$ cat src/rtl/kf8259_common_pkg.sv
// Shared 8259 definitions: acknowledge FSM states, level width and the
// rotate / lowest-set-bit / one-hot-to-index helpers used by the ISR and resolver logic.
package kf8259_common_pkg;

    localparam int LEVEL_W    = 3;
    localparam int NUM_LEVELS = 8;

    typedef enum logic {
        ST_IDLE        = 1'b0,
        ST_WAIT_SECOND = 1'b1
    } ack_state_t;

    function automatic logic [NUM_LEVELS-1:0] rotate_right(
        input logic [NUM_LEVELS-1:0] value,
        input logic [LEVEL_W-1:0]    amount
    );
        logic [2*NUM_LEVELS-1:0] doubled;
        doubled = {value, value} >> amount;
        return doubled[NUM_LEVELS-1:0];
    endfunction

    function automatic logic [NUM_LEVELS-1:0] rotate_left(
        input logic [NUM_LEVELS-1:0] value,
        input logic [LEVEL_W-1:0]    amount
    );
        logic [2*NUM_LEVELS-1:0] doubled;
        doubled = {value, value} << amount;
        return doubled[2*NUM_LEVELS-1:NUM_LEVELS];
    endfunction

    // Two's-complement trick isolates the least significant set bit.
    function automatic logic [NUM_LEVELS-1:0] lowest_set_bit(
        input logic [NUM_LEVELS-1:0] value
    );
        return value & (~value + 1'b1);
    endfunction

    function automatic logic [LEVEL_W-1:0] onehot_to_index(
        input logic [NUM_LEVELS-1:0] onehot
    );
        logic [LEVEL_W-1:0] index;
        index = '0;
        for (int i = 0; i < NUM_LEVELS; i++) begin
            if (onehot[i]) begin
                index = index | LEVEL_W'(i);
            end
        end
        return index;
    endfunction

endpackage

$ cat src/rtl/kf8259_in_service_control.sv
// 8259 in-service register, INTA acknowledge sequencing, EOI handling and priority rotation.
// Optional macro KF8259_AUTO_ROTATE_EN lets automatic EOI rotate priority.
module kf8259_in_service_control
    import kf8259_common_pkg::*;
(
    input  logic                  clock,
    input  logic                  reset,
    input  logic [NUM_LEVELS-1:0] interrupt,
    input  logic                  interrupt_acknowledge,
    input  logic                  auto_eoi_config,
    input  logic                  auto_rotate_config,
    input  logic                  eoi_valid,
    input  logic                  eoi_specific,
    input  logic                  eoi_rotate,
    input  logic [LEVEL_W-1:0]    eoi_level,
    input  logic                  set_priority_valid,
    input  logic [LEVEL_W-1:0]    set_priority_level,
    output logic [NUM_LEVELS-1:0] in_service_register,
    output logic [NUM_LEVELS-1:0] highest_level_in_service,
    output logic [LEVEL_W-1:0]    priority_rotate,
    output logic [LEVEL_W-1:0]    acknowledged_level,
    output logic                  ack_busy
);

    ack_state_t              r_state;
    ack_state_t              w_state_next;
    logic [NUM_LEVELS-1:0]   r_isr;
    logic [NUM_LEVELS-1:0]   w_isr_next;
    logic [LEVEL_W-1:0]      r_priority_rotate;
    logic [LEVEL_W-1:0]      w_rotate_next;
    logic [LEVEL_W-1:0]      r_ack_level;
    logic [LEVEL_W-1:0]      w_ack_level_next;
    logic                    r_spurious;
    logic                    w_spurious_next;

    logic [LEVEL_W-1:0]      w_scan_start;
    logic [NUM_LEVELS-1:0]   w_highest;
    logic [NUM_LEVELS-1:0]   w_isr_clear;
    logic [NUM_LEVELS-1:0]   w_isr_set;
    logic                    w_eoi_rotate;
    logic [LEVEL_W-1:0]      w_eoi_rotate_level;
    logic                    w_auto_rotate;

    // Rotate so the highest-priority level sits at bit 0, pick lowest bit, rotate back.
    assign w_scan_start = r_priority_rotate + 1'b1;
    assign w_highest    = rotate_left(lowest_set_bit(rotate_right(r_isr, w_scan_start)),
                                      w_scan_start);

    always_ff @(posedge clock) begin
        if (reset) begin
            r_state <= ST_IDLE;
        end else begin
            r_state <= w_state_next;
        end
    end

    always_comb begin
        w_state_next       = r_state;
        w_isr_clear        = '0;
        w_isr_set          = '0;
        w_ack_level_next   = r_ack_level;
        w_spurious_next    = r_spurious;
        w_rotate_next      = r_priority_rotate;
        w_eoi_rotate       = 1'b0;
        w_eoi_rotate_level = '0;
        w_auto_rotate      = 1'b0;

        if (eoi_valid) begin
            if (eoi_specific) begin
                w_isr_clear        = w_isr_clear | (8'b1 << eoi_level);
                w_eoi_rotate       = eoi_rotate;
                w_eoi_rotate_level = eoi_level;
            end else if (r_isr != '0) begin
                w_isr_clear        = w_isr_clear | w_highest;
                w_eoi_rotate       = eoi_rotate;
                w_eoi_rotate_level = onehot_to_index(w_highest);
            end
        end

        case (r_state)
            ST_IDLE: begin
                if (interrupt_acknowledge) begin
                    w_isr_set        = interrupt;
                    w_spurious_next  = (interrupt == '0);
                    w_ack_level_next = (interrupt == '0) ? 3'd7 : onehot_to_index(interrupt);
                    w_state_next     = ST_WAIT_SECOND;
                end
            end
            ST_WAIT_SECOND: begin
                if (interrupt_acknowledge) begin
                    w_state_next = ST_IDLE;
                    if (auto_eoi_config && !r_spurious) begin
                        w_isr_clear = w_isr_clear | (8'b1 << r_ack_level);
`ifdef KF8259_AUTO_ROTATE_EN
                        w_auto_rotate = auto_rotate_config;
`endif
                    end
                end
            end
            default: w_state_next = ST_IDLE;
        endcase

        // An explicit priority write beats an OCW2 rotate, which beats an automatic rotate.
        if (set_priority_valid) begin
            w_rotate_next = set_priority_level;
        end else if (w_eoi_rotate) begin
            w_rotate_next = w_eoi_rotate_level;
        end else if (w_auto_rotate) begin
            w_rotate_next = r_ack_level;
        end

        w_isr_next = (r_isr & ~w_isr_clear) | w_isr_set;
    end

`ifndef KF8259_AUTO_ROTATE_EN
    logic w_unused_auto_rotate;
    assign w_unused_auto_rotate = auto_rotate_config;
`endif

    always_ff @(posedge clock) begin
        if (reset) begin
            r_isr             <= '0;
            r_priority_rotate <= 3'b111;
            r_ack_level       <= '0;
            r_spurious        <= 1'b0;
        end else begin
            r_isr             <= w_isr_next;
            r_priority_rotate <= w_rotate_next;
            r_ack_level       <= w_ack_level_next;
            r_spurious        <= w_spurious_next;
        end
    end

    assign in_service_register      = r_isr;
    assign highest_level_in_service = w_highest;
    assign priority_rotate          = r_priority_rotate;
    assign acknowledged_level       = r_ack_level;
    assign ack_busy                 = (r_state == ST_WAIT_SECOND);

endmodule

$ cat config.mk
export PLATFORM = sky130hd
export DESIGN_NAME = kf8259_in_service_control
export DESIGN_NICKNAME = d
export VERILOG_FILES = /design/src/rtl/kf8259_common_pkg.sv /design/src/rtl/kf8259_in_service_control.sv
export SDC_FILE = /design/constraint.sdc
export NUM_CORES = 1
export LEC_CHECK = 0
export CAP_MARGIN = 0
export CORE_UTILIZATION = 43
export DETAILED_ROUTE_END_ITERATION = 12
export GPL_TIMING_DRIVEN = 0
export PLACE_DENSITY = 0.7
export RECOVER_POWER = 50
export SLEW_MARGIN = 10
export SYNTH_ARGS = -nofsm -noshare
export SYNTH_HDL_FRONTEND = slang
export SYNTH_SLANG_ARGS = --single-unit
$ cat constraint.sdc
create_clock -name clock -period 6.45 [get_ports clock]
set_input_delay 1.29 -clock clock [delete_from_list [all_inputs] [get_ports clock]]
set_output_delay 1.29 -clock clock [all_outputs]
set_load 0.005 [all_outputs]
==> impl_metrics.csv, run 1 <==
group,metric,value,unit
hold_path,worstHoldPathType,"reg2reg",
global_routing,track_usage,27.4,%
worst_setup_path,crit_cells,8,
placement,io_buffer_count,42,
worst_setup_path,critPathLaunch,"priority_rotate[0]",
logic_synthesis,synthTopCellsByCount,"29 x nand2_1, 18 x nor2_1, 16 x dfxtp_1, 15 x mux2i_1, 14 x o21ai_0",
worst_setup_path,crit_fanout,9,
global_routing,grt_max_degree,11,
logic_synthesis,synth_area_leaders,"dfxtp_1 19%, mux2i_1 8.9%, nand2_1 6.5%",
global_routing,grt_pass1_vias,1832,
outcome,run_status,"complete, no violations",
logic_synthesis,ys.flop_type,"dfxtp_1",
placement,dpl_worst_slack,1750,ps
worst_setup_path,crit_path_cell_trace,"ha_1 > xor2_2 > mux4_2 > a21oi_2 > nand2_2 > o31a_1 > o31ai_1 > clkdlybuf4s50_1",
logic_synthesis,ys_types,55,
timing,slew_violations,0,
worst_setup_path,critical_path_class,"reg2out",
routing,routedWlPerCell,16.8,um
routing,drt-initial-drc-count,227,
finish,drive_gt1_share,6.14,%
cts,cts.repair.resized,0,
worst_setup_path,reg2reg_depth,9,
routing,wl_met2,2690,um
logic_synthesis,synth_cells,231,
job,cap_viol_max_count,0,
cts,clock_path_buffers,2,
routing,dr_wl_met3,306,um
worst_setup_path,crit_family,"compound AO/OA/AOI/OAI gates",
worst_setup_path,arrival,3740,ps
worst_setup_path,r2r-start,"priority_rotate[0]",
routing,num_vias,2060,
placement,dp_hpwl,4260,um
worst_setup_path,rrSetupSlack,3160,ps
timing,period_share,77.9,%
cts,cts_tree,"done",
cts,cts_buffers,3,
floorplanning,dieWidth,64.5,um
logic_synthesis,yosysTopAreaCell,"dfxtp_1",
finish,fin_nets,303,
worst_setup_path,critPathCaptureType,"output pin",
pwr,ir_worst_vdd,0.133,mV
logic_synthesis,post-synth-top-count-cell,"nand2_1",
timing,max-slew-margin-rel,50.0,%
worst_setup_path,worst_path_max_delay_cell,"mux4_2",
finish,nFillCells,373,
logic_synthesis,synthesis.nets,256,
logic_synthesis,seq_area_frac_synth,19.0,%
routing,met1_length,2410,um
logic_synthesis,syn_area_per_cell,7.28,um^2
routing,detail-route-antenna-nets,0,
floorplanning,core_region_area,3720,um^2
floorplanning,fp-row-count,22,
floorplanning,start_util,45.3,%
timing,fmax,0.199,GHz
logic_synthesis,syn_area,1680,um^2
pwr,p_per_area,249,nW/um^2
worst_setup_path,worstReg2RegEnd,"in_service_register[2]",
global_routing,grt_pass1_wl,8940,um
worst_setup_path,cp-endpoint,"highest_level_in_service[2]",
cts,clkTransAtPathRegs,70,ps
cts,clock_latency,260,ps
cts,ctsHoldBuffers,0,
timing,finalHoldViolCount,0,
timing,rsz0062_at_grt,"false",
logic_synthesis,netlist.area_leader.share,19.0,%
pwr,p_total,0.553,mW
logic_synthesis,async_flop_share,0,%
routing,detail_route.first_pass.iterations,4,
routing,vias_per_cell,6.34,
routing,drt-total-wl,5480,um
worst_setup_path,cp-start-kind,"flop",
global_routing,grt_overflow,0,
logic_synthesis,ys_ff_latch,16,
worst_setup_path,critical_path.max_stage_delay,600,ps
worst_setup_path,crit_required,5160,ps
floorplanning,fp.dieH,64.5,um
timing,fin_tns_setup,0,ps
timing,worstMarginPinSlew,748,ps
floorplanning,ios,46,
cts,htreeDepth,1,
finish,areaGrowthSynthToFinish,31.8,%
timing,finalSetupViolCount,0,
cts,clock_sinks,16,
routing,top_layer_used,"met4",
floorplanning,die_area,4160,um^2
routing,post-route-drc-count,0,
finish,n_antenna_cell,0,
timing,clock_skew,4.95,ps
cts,cts_root_buffer,"clkbuf_8",
cts,post-cts-setup-buffers,0,
global_routing,antenna_found_initial,0,
logic_synthesis,synth_warnings,0,
worst_setup_path,crit_buf_inv,1,
logic_synthesis,synth-edff-count,0,
pwr,power_leakage,0.863,nW
timing,fin_crit,5030,ps
timing,setup_slack,1420,ps
placement,place_congestion,0.891,
-- state kept, by name, indices dropped and copies added, names as in the netlist --
| name | cells |
|---|---|
| in_service_register | 8 |
| ack_busy | 1 |
| priority_rotate | 3 |
| acknowledged_level | 3 |
| r_spurious | 1 |
-- cell usage in the layout, fill, tap and decap left out, types with 4 or more instances in the layout --
cell type / n
nor3_1: 5
nand4_1: 6
a21oi_1: 13
clkbuf_1: 10
nor4_1: 5
nor2b_1: 4
inv_1: 9
nand2_1: 29
o31a_1: 4
o22ai_1: 4
nand3_1: 10
nor2_1: 18
clkdlybuf4s50_1: 25
a211oi_1: 4
dlygate4sd3_1: 17
nand2b_1: 5
o21ai_0: 14
mux2i_1: 15
clkbuf_8: 4
dfxtp_1: 16
-- how the worst min path moves through the flow --
stage                from         end  depth (start not counted)
5_1_grt        r_spurious  r_spurious                          1
6_report       r_spurious  r_spurious                          1
2_1_floorplan  r_spurious  r_spurious                          1
3_5_place_dp   r_spurious  r_spurious                          1
3_3_place_gp   r_spurious  r_spurious                          1
4_1_cts        r_spurious  r_spurious                          1
-- cell families (layout without fill, tap and decap cells) --
family / Yosys count / count (layout) / share of synthesized area (%)
AND/OR/NAND/NOR: 98 / 98 / 28.9
AO/OA/AOI/OAI: 73 / 73 / 32.0
buffers and inverters: 21 / 67 / 4.76
multiplexers: 19 / 19 / 12.3
flip-flops: 16 / 16 / 19.0
adder cells (fa/ha/maj): 2 / 2 / 1.49
XOR/XNOR: 2 / 2 / 1.49
-- per-stage QoR --
step	cells	util [%]	area, um^2	hold slack (ps)
finish	325	59.7	2220	505
global route	325	59.7	2220	537
CTS	325	59.7	2220	508
detailed placement	321	58.2	2160	494
global placement	321	58.2	2160	483
floorplan	231	-	1680	460
-- power breakdown --
group	leakage, nW	internal, mW	switching (mW)
logic	0.701	0.145	0.187
registers	0.133	0.110	0.0184
clock network	0.0288	0.0543	0.0378
total	0.863	0.310	0.243
-- cell type report --
cell class | instances | area (um^2) | area share, %
well taps | 48 | 60.1 | 2.71
flip-flops and latches | 16 | 320 | 14.4
clock buffers | 4 | 55.1 | 2.48
repair buffers | 42 | 420 | 19.0
inverters | 10 | 37.5 | 1.69
plain buffers | 11 | 42.5 | 1.92
multi-input cells | 194 | 1280 | 57.8
-- worst register-to-register path, cell delays in order (launching register included) --
cell and delay [ps]:
dfxtp_1 390, ha_1 250, xor2_2 460, mux4_2 600, a21oi_2 220, nand2_2 160
o31a_1 390, o31ai_1 420, a21oi_1 120, a21o_1 170
-- per-layer routing --
metal / up-vias / track usage, %
met3: 7 / 3.17
met5: - / 0
met2: 93 / 47.9
met4: 0 / 5.83
met1: 979 / 35.9
li1: 981 / -
(Power assumes the default switching activity.)
==> run 2: changes to the inputs <==
Settings changed: PLACE_DENSITY 0.7 to 0.72.
Clock period 6.45 ns to 4.59 ns, I/O delays scaled along.
==> run 2 against run 1 <==
Effect of this change:
- non-clock buffer count is 4 higher
- flip-flop and latch count stayed put
- routed wire length is 1.9% higher
- first-iteration DRC count is 14% lower
- setup slack worse by 1300 ps
- combinational power is 49% higher
- final area is 2.5% higher
- critical path depth is 1 higher
- total power is 47% higher
- largest power group unchanged
- clock skew is 1.2 ps lower
- global-route usage is 0.28 points higher
==> impl_metrics.csv, run 2 (same netlist as run 1, synthesis figures left out) <==
group,metric,value,unit
outcome,run_status,"complete, no violations",
timing,rsz0062_at_grt,"false",
pwr,p_int,0.454,mW
timing,slew_violations,0,
global_routing,grt_overflow,0,
global_routing,antenna_found_initial,0,
floorplanning,start_util,45.3,%
worst_setup_path,crit_path_cell_trace,"ha_1 > buf_2 > clkinv_1 > mux4_2 > a21oi_2 > nand2_2 > o31a_1 > o31ai_2 > clkdlybuf4s50_1",
pwr,power_leakage,0.896,nW
pwr,p_seq_share,22.4,%
finish,fin_nets,307,
finish,drive_gt1_share,8.54,%
cts,clock_latency,260,ps
finish,final_common_cell,"nand2_1",
floorplanning,dieWidth,64.5,um
worst_setup_path,worst_path_max_delay_cell,"clkdlybuf4s50_1",
floorplanning,fp-row-count,22,
finish,largest_reg_flops,8,
cts,ctsHoldBuffers,0,
job,cap_viol_max_count,0,
finish,n_antenna_cell,0,
placement,dp_hpwl,4200,um
placement,place_congestion,0.918,
cts,cts_tree,"done",
pwr,p_per_area,357,nW/um^2
cts,clock_path_buffers,2,
worst_setup_path,rrSetupSlack,1470,ps
placement,dp_cells,321,
routing,drt-initial-drc-count,196,
floorplanning,core_region_area,3720,um^2
worst_setup_path,crit_fanout,10,
cts,clkTransAtPathRegs,70,ps
floorplanning,die_area,4160,um^2
cts,cts_buffers,3,
finish,areaGrowthSynthToFinish,35.1,%
routing,num_vias,2066,
timing,worstMarginPinSlew,732,ps
pwr,p_sw_share,44.1,%
routing,met1_length,2370,um
worst_setup_path,arrival,3500,ps
routing,drt-total-wl,5580,um
pwr,ir_worst_vdd,0.169,mV
worst_setup_path,critPathCaptureType,"output pin",
floorplanning,fp.dieH,64.5,um
timing,max-slew-margin-rel,51.1,%
timing,clock_skew,3.80,ps
timing,fmax,0.226,GHz
routing,top_layer_used,"met4",
global_routing,grt_pass1_wl,9090,um
pwr,p_total,0.812,mW
routing,post-route-drc-count,0,
placement,io_buffer_count,42,
finish,final_cells,329,
floorplanning,ios,46,
worst_setup_path,critical_path.max_stage_delay,570,ps
timing,finalSetupViolCount,0,
timing,fin_tns_setup,0,ps
worst_setup_path,cp-start-kind,"flop",
routing,detail_route.first_pass.iterations,5,
finish,mostFrequentLayoutCells,"29 x nand2_1, 25 x clkdlybuf4s50_1, 18 x nor2_1, 17 x dlygate4sd3_1, 16 x dfxtp_1",
global_routing,track_usage,27.7,%
routing,dr_wl_met3,449,um
routing,routedWlPerCell,17.0,um
hold_path,worstHoldPathType,"reg2reg",
timing,period_share,96.3,%
global_routing,grt_max_degree,11,
timing,fin_crit,4420,ps
global_routing,grt_pass1_vias,1903,
pwr,combPwrFrac,61.0,%
worst_setup_path,critical_path_class,"reg2out",
routing,detail-route-antenna-nets,0,
pwr,power_switching,0.358,mW
routing,vias_per_cell,6.28,
pwr,pwr-share-clk,16.6,%
timing,finalHoldViolCount,0,
cts,htreeDepth,1,
routing,wl_met2,2700,um
worst_setup_path,crit_required,3670,ps
cts,clock_sinks,16,
cts,cts_root_buffer,"clkbuf_8",
## run 2: worst max-delay path, delay by kind of cell, from the launching register on
family | cells | cell delay (ps)
buf+inv | 3 | 1120
flops | 1 | 340
fa+ha+maj | 1 | 280
compound gates | 3 | 950
mux | 1 | 390
simple gates | 1 | 160
## run 2: final cells by class
class	count	area (um^2)
fillers	344	1440
multi-input cells	194	1310
repair buffers	46	450
flip-flops and latches	16	320
well taps	48	60.1
clock buffers	4	55.1
plain buffers	11	43.8
inverters	10	37.5
## run 2: what timing repair did
item	CTS	global route
gates resized for setup	1	4
buffers inserted	0	4
setup endpoints to repair	1	2
gates cloned	0	0
## run 2: routing by layer
layer / vias up / global-route usage [%]
met4: 0 / 8.06
met1: 952 / 36.4
li1: 987 / -
met3: 6 / 3.87
met2: 121 / 46.7
met5: - / 0
## run 2: per-stage QoR
stage               instance area [um^2]  setup slack, ps  hold WS (ps)  util [%]
finish                              2270              170           497      61.1
global route                        2270             64.7           525      61.1
CTS                                 2230             46.2           500      60.0
detailed placement                  2160              250           484      58.2
global placement                    2160              231           476      58.2
floorplan                           1680             1150           460         -
## run 2: path summary, 6_finish.rpt
kind / cells past startpoint / endpoint / from
setup reg to reg: 10 / in_service_register[6] / priority_rotate[0]
hold / removal: 1 / r_spurious / r_spurious
setup / recovery: 9 / highest_level_in_service[2] / priority_rotate[0]
hold reg to reg: 1 / r_spurious / r_spurious
## run 2: power by group through the flow
stage | Sequential, mW | Clock (mW) | Combinational (mW)
4_1_cts | 0.181 | 0.133 | 0.471
2_1_floorplan | 0.178 | 0 | 0.296
3_3_place_gp | 0.184 | 0 | 0.464
3_5_place_dp | 0.183 | 0 | 0.465
6_report | 0.182 | 0.135 | 0.495
5_1_grt | 0.184 | 0.141 | 0.534
==> RTL edit 1: new RTL, settings of run 1 <==
Change the package constant `NUM_LEVELS` from 8 to 9.
--- a/src/rtl/kf8259_common_pkg.sv
+++ b/src/rtl/kf8259_common_pkg.sv
@@ -4,5 +4,5 @@
 
     localparam int LEVEL_W    = 3;
-    localparam int NUM_LEVELS = 8;
+    localparam int NUM_LEVELS = 9;
 
     typedef enum logic {
Ports: changed (resized highest_level_in_service, in_service_register and interrupt); port bits go from 46 to 49. No check against the original RTL was run, so the function may have changed too.
==> RTL edit 1 against run 1 <==
  * Worst setup slack got worse by 0.24 ns
  * Wire length increased by 52%
  * Sequential cell count increased by 1
  * Count of clock-buffer cells in the layout decreased by 1
  * Die area increased by 35%
  * Design area increased by 30%
  * Synthesized area increased by 36%
  * Largest cell class unchanged
  * Power increased by 140%
  * First-iteration DRC count increased by 53%
  * Utilization decreased by 3.1 points
==> RTL edit 1: results (changes against run 1) <==
The run finished with clean final reports. Number of buffers created by CTS: 3 (unchanged). The number of global-route vias before repair came out at 2574 (+41%).

The worst slew slack as a fraction of its limit was 56.9% (+6.9 points); the initial antenna violation count was 0 (unchanged). Static leakage: 1.05 nW (+22%). Origin of the worst setup path: priority_rotate[0]. For the number of instances in the placed design, the log shows 447 (+39%). The post-CTS repair timing setup buffer count was 0 (unchanged); the post-route non-filler standard cell count was 451 (+39%).

In the synthesized netlist, the cells that appear most often are 34 x sky130_fd_sc_hd__nand2_1, 32 x sky130_fd_sc_hd__nor2_1, 31 x sky130_fd_sc_hd__a21oi_1. The depth of the worst hold-timing path works out to 1 (unchanged). For the maximum level of the CTS H-tree, the log shows 1 (unchanged). Number of vias per cell: 6.52 (+2.9%). Yosys attributes the largest share of cell area to sky130_fd_sc_hd__dfxtp_1 15%, sky130_fd_sc_hd__a21oi_1 6.8%, sky130_fd_sc_hd__mux2i_1 6.1%, sky130_fd_sc_hd__nand2_1 5.6%, sky130_fd_sc_hd__o21ai_0 5.3%.

The arrival time of data at the critical path endpoint was 3.98 ns (+0.24 ns); the path depth of the worst reg2reg path was 10 (+1). The top fanout value on the critical path works out to 10 (+1). The min-delay analysis places its worst path in the category reg2reg.

The last weighted congestion value of the routability-driven placer is 0.954 (+7.0%). The warning count from the yosys run came out at 0 (unchanged). The net count of the finished layout is 408 (+35%), and the number of flip-flops under the largest register name is 9 (+1). Worst ir drop on vdd: 0.244 mV (+84%).

The run gives 5 (+1) as the number of iterations in the first detailed-routing pass. Final clock skew: 0.00714 ns (+0.00218 ns). In the synthesized netlist the dominant register cell turns out to be sky130_fd_sc_hd__dfxtp_1. Final wirelength: 8320 um (+52%). The clock latency reported for the late side of the worst-skew pair was 0.26 ns (about the same); the sequential element share of the synthesized area was 14.9% (-4.1 points).

The tools report the total track usage as 30.6% (+3.2 points). The port buffer count was 47 (+12%); the final hold violation count was 0 (unchanged). The sequential logic power was 0.144 mW (+12%); the switching power of the nets was 0.720 mW (+200%). The register-to-register setup slack was 3.03 ns (-0.13 ns). The number of antenna diodes was 0 (unchanged); the post-synthesis async set-or-reset flop share was 0% (unchanged).

The DRC violation total after the first TritonRoute iteration came out at 347 (+53%). The share of post-route cells with drive strength above 1 is 7.09% (+0.95 points), and the post-synthesis net count is 356 (+39%). In this run the critical register-to-register path is captured at priority_rotate[2]. The clock network fraction of total power is 6.1% (-11 points). The worst hold path begins at r_spurious.

The global-route wire length before repair was 13000 um (+46%); the distinct cell type count of the synthesized netlist was 62 (+13%). The critical path ends at highest_level_in_service[4]. The setup path with the least slack is of type reg2out. The maximum number of pins on one net before global-route repair is 11 (unchanged). The per-instance average area after synthesis was 6.92 um^2 (-5.0%); the HPWL after detailed placement was 6490 um (+52%).
==> RTL edit 1: changes by cell type after synthesis, moves of 4 or more <==
cell / change
sky130_fd_sc_hd__clkbuf_1: +7
sky130_fd_sc_hd__o211ai_1: +5
sky130_fd_sc_hd__o21ai_0: +10
sky130_fd_sc_hd__a221oi_1: +5
sky130_fd_sc_hd__nor2_1: +14
sky130_fd_sc_hd__a211oi_1: +8
sky130_fd_sc_hd__nand3_1: -5
sky130_fd_sc_hd__buf_2: +4
sky130_fd_sc_hd__o21ai_1: +4
sky130_fd_sc_hd__a21oi_1: +18
sky130_fd_sc_hd__nand2_1: +5
sky130_fd_sc_hd__and3b_1: +4
sky130_fd_sc_hd__nor3_1: +4
==> RTL edit 1: layout make-up <==
type,instances,area [um^2]
clock buffers,3,41.3
multi-input cells,277,1780
plain buffers,27,130
flip-flops and latches,17,340
well taps,70,87.6
repair buffers,47,470
clock inverters,1,5.00
inverters,9,33.8
fillers,510,2220
==> RTL edit 1: cells by family after synthesis <==
| kind of cell | after synthesis | share of synthesized area [%] |
|---|---|---|
| adders and majority gates | 2 | 1.10 |
| buffers and inverters | 36 | 7.18 |
| DFF | 17 | 14.9 |
| AOI/OAI and AO/OA | 126 | 37.2 |
| and+or+nand+nor | 126 | 28.0 |
| muxes | 21 | 10.3 |
| xor gates and xnor gates | 2 | 1.43 |
==> RTL edit 1: stage by stage <==
step           worst slack (ns)  util [%]  hold WS (ns)  power, mW  cell area [um^2]
3_3_place_gp               1.50      55.6         0.467       1.25              2840
6_report                   1.18      56.5         0.497       1.35              2890
4_1_cts                    1.21      56.5         0.496       1.34              2890
5_1_grt                   0.990      56.5         0.514       1.44              2890
3_5_place_dp               1.50      55.6         0.477       1.25              2840
2_1_floorplan              2.65         -         0.459      0.868              2280
==> RTL edit 1: routing by layer <==
metal	part of all wire, %	track usage [%]
met5	0	0
met4	0.96	7.97
met3	10	4.95
met2	44	48.2
met1	44	43.4
==> RTL edit 1: critical path, cell delays in order (launching register included) <==
cell,delay [ns]
sky130_fd_sc_hd__dfxtp_1,0.34
sky130_fd_sc_hd__ha_1,0.29
sky130_fd_sc_hd__buf_4,0.20
sky130_fd_sc_hd__mux2i_1,0.55
sky130_fd_sc_hd__nand2_1,0.18
sky130_fd_sc_hd__a31oi_1,0.20
sky130_fd_sc_hd__a21oi_1,0.11
sky130_fd_sc_hd__a2111oi_1,0.65
sky130_fd_sc_hd__o21ai_1,0.17
sky130_fd_sc_hd__mux2i_1,0.43
sky130_fd_sc_hd__clkdlybuf4s50_1,0.60
==> RTL edit 2: new RTL, flow settings as in run 1 <==
Made on the original files. Reset style: asynchronous (`reset`), changed in 2 clocked blocks.
--- a/src/rtl/kf8259_in_service_control.sv
+++ b/src/rtl/kf8259_in_service_control.sv
@@ -47,5 +47,5 @@
                                       w_scan_start);
 
-    always_ff @(posedge clock) begin
+    always_ff @(posedge clock or posedge reset) begin
         if (reset) begin
             r_state <= ST_IDLE;
@@ -118,5 +118,5 @@
 `endif
 
-    always_ff @(posedge clock) begin
+    always_ff @(posedge clock or posedge reset) begin
         if (reset) begin
             r_isr             <= '0;
Formal check against the unedited RTL: differs if reset is asserted again (counterexample within 4 cycles, from zero or initial values and one cycle with reset high); with reset held inactive, the same outputs for 4 cycles.
==> RTL edit 2 against run 1 <==
  * Wire length increased by 23%
  * Global-route usage is 1.1 points higher
  * Critical path depth up 2
  * Cell count grew 13%
  * Design area rose by 17%
  * Worst setup slack improved by 0.027 ns
  * Clock skew is 0.0016 ns higher
  * Synthesized area rose by 21%
  * Maximum frequency grew 0.54%
  * Sequential cell count is the same
  * Critical endpoint is now highest_level_in_service[1]
  * Highest routed layer unchanged
Power is not compared: it rests on default switching activity, and its combinational part moved more than twofold at a synthesized area within 25%.
==> RTL edit 2: results (changes against run 1) <==
The multiplexer share of the synthesized area works out to 13.6% (+1.3 points). Sorting the synthesized cells by how often they occur yields 28 x sky130_fd_sc_hd__nand2_1, 19 x sky130_fd_sc_hd__nand3_1, 18 x sky130_fd_sc_hd__nor2_1. For the number of buffers created by CTS, the log shows 3 (unchanged). The total track usage is 28.5% (+1.1 points), and the global routing usage on met2 is 43.5% (-4.4 points). The number of vias per cell was 6.48 (+2.3%); the clock-net power was 0.0933 mW.

For the register-to-register setup slack, the log shows 2.98 ns (-0.18 ns). The distinct cell type count of the synthesized netlist was 62 (+13%); the worst slew slack as a fraction of its limit was 45.9% (-4.1 points). The fraction of the mapped netlist area in adder cells was 1.23% (-0.26 points); the top fanout value on the critical path was 10 (+1). The HPWL after detailed placement was 5250 um (+23%); the post-synthesis async set-or-reset flop share was 100% (+100 points).

The run finished with clean final reports. The cell family with the largest share of critical-path delay was simple AND/OR/NAND/NOR gates. The number of instances in the placed design was 363 (+13%). The port buffer count came out at 43 (+2.4%). The post-synthesis net count is 293 (+14%), and the share of the synthesized area in compound gates (AO/OA/AOI/OAI) is 25.9% (-6.1 points). After synthesis, the cell types taking the most area are sky130_fd_sc_hd__dfrtp_1 16%, sky130_fd_sc_hd__mux2i_1 5.9%, sky130_fd_sc_hd__nand2_1 5.2%, sky130_fd_sc_hd__nand3_1 4.7%, sky130_fd_sc_hd__mux4_2 4.4%. Destination of the critical timing path: highest_level_in_service[1].

The run gives 367 (+13%) as the post-route non-filler standard cell count. The sequential element share of the synthesized area was 19.8% (+0.76 points); the global-route wire length before repair was 11200 um (+25%). The number of iterations in the first detailed-routing pass was 7 (+3). Number of global-route vias before repair: 2213 (+21%).

In the synthesized netlist the dominant register cell turns out to be sky130_fd_sc_hd__dfrtp_1. The tools report the met1 track utilization from global routing as 42.5% (+6.6 points). The share of post-route cells with drive strength above 1 was 10.5% (+4.3 points); the xor/xnor cell area share of the yosys netlist was 1.23% (-0.26 points). On the critical path, the stage with the largest delay is an instance of sky130_fd_sc_hd__nor4_4. The maximum number of pins on one net before global-route repair was 17 (+6); the DRC violation total after the first TritonRoute iteration was 228 (+0.44%). The arrival time of data at the critical path endpoint is 3.71 ns (-0.03 ns), and the final clock skew is 0.00652 ns (+0.00156 ns). The per-instance average area after synthesis came out at 7.61 um^2 (+4.6%).
==> RTL edit 2: changes by cell type in the layout (fill, tap and decap cells not counted), sizes merged, moves of 6 or more <==
cell / before / now
dfrtp: 0 / 13
dfxtp: 16 / 0
buf: 1 / 9
dlygate4sd3: 17 / 11
nand3: 10 / 19
a31oi: 0 / 7
clkdlybuf4s50: 25 / 32
o211ai: 1 / 9
nor3: 5 / 12
and2: 1 / 8
==> RTL edit 2: how the worst min path moves through the flow <==
stage	from	to	slack, ns	cells past startpoint
global route	r_spurious	r_spurious	0.67	2
global placement	r_spurious	r_spurious	0.57	2
CTS	r_spurious	r_spurious	0.59	2
detailed placement	r_spurious	r_spurious	0.58	2
floorplan	r_spurious	r_spurious	0.53	2
finish	r_spurious	r_spurious	0.58	2
==> RTL edit 2: stage by stage <==
| step | total power, mW | setup WS [ns] | util [%] | hold slack, ns | instance area, um^2 |
|---|---|---|---|---|---|
| after floorplan | 0.925 | 2.68 | - | 0.531 | 2040 |
| after global placement | 1.31 | 1.79 | 57.1 | 0.572 | 2540 |
| after detailed placement | 1.32 | 1.77 | 57.1 | 0.576 | 2540 |
| after CTS | 1.41 | 1.46 | 58.3 | 0.586 | 2590 |
| after global routing | 1.54 | 1.12 | 58.3 | 0.670 | 2590 |
| final | 1.42 | 1.45 | 58.3 | 0.579 | 2590 |
==> RTL edit 2: final cells by class <==
class | count | area [um^2]
buffer | 22 | 95.1
fill | 437 | 1850
clock buffer | 4 | 55.1
sequential | 16 | 404
multi-input combinational | 219 | 1500
tap | 52 | 65.1
inverter | 11 | 41.3
timing repair buffer | 43 | 430
==> RTL edit 2: layer usage <==
layer | vias up | share of wire, %
li1 | 1123 | -
met1 | 1133 | 47
met2 | 109 | 44
met3 | 14 | 7.2
met4 | 0 | 1.9
met5 | - | 0
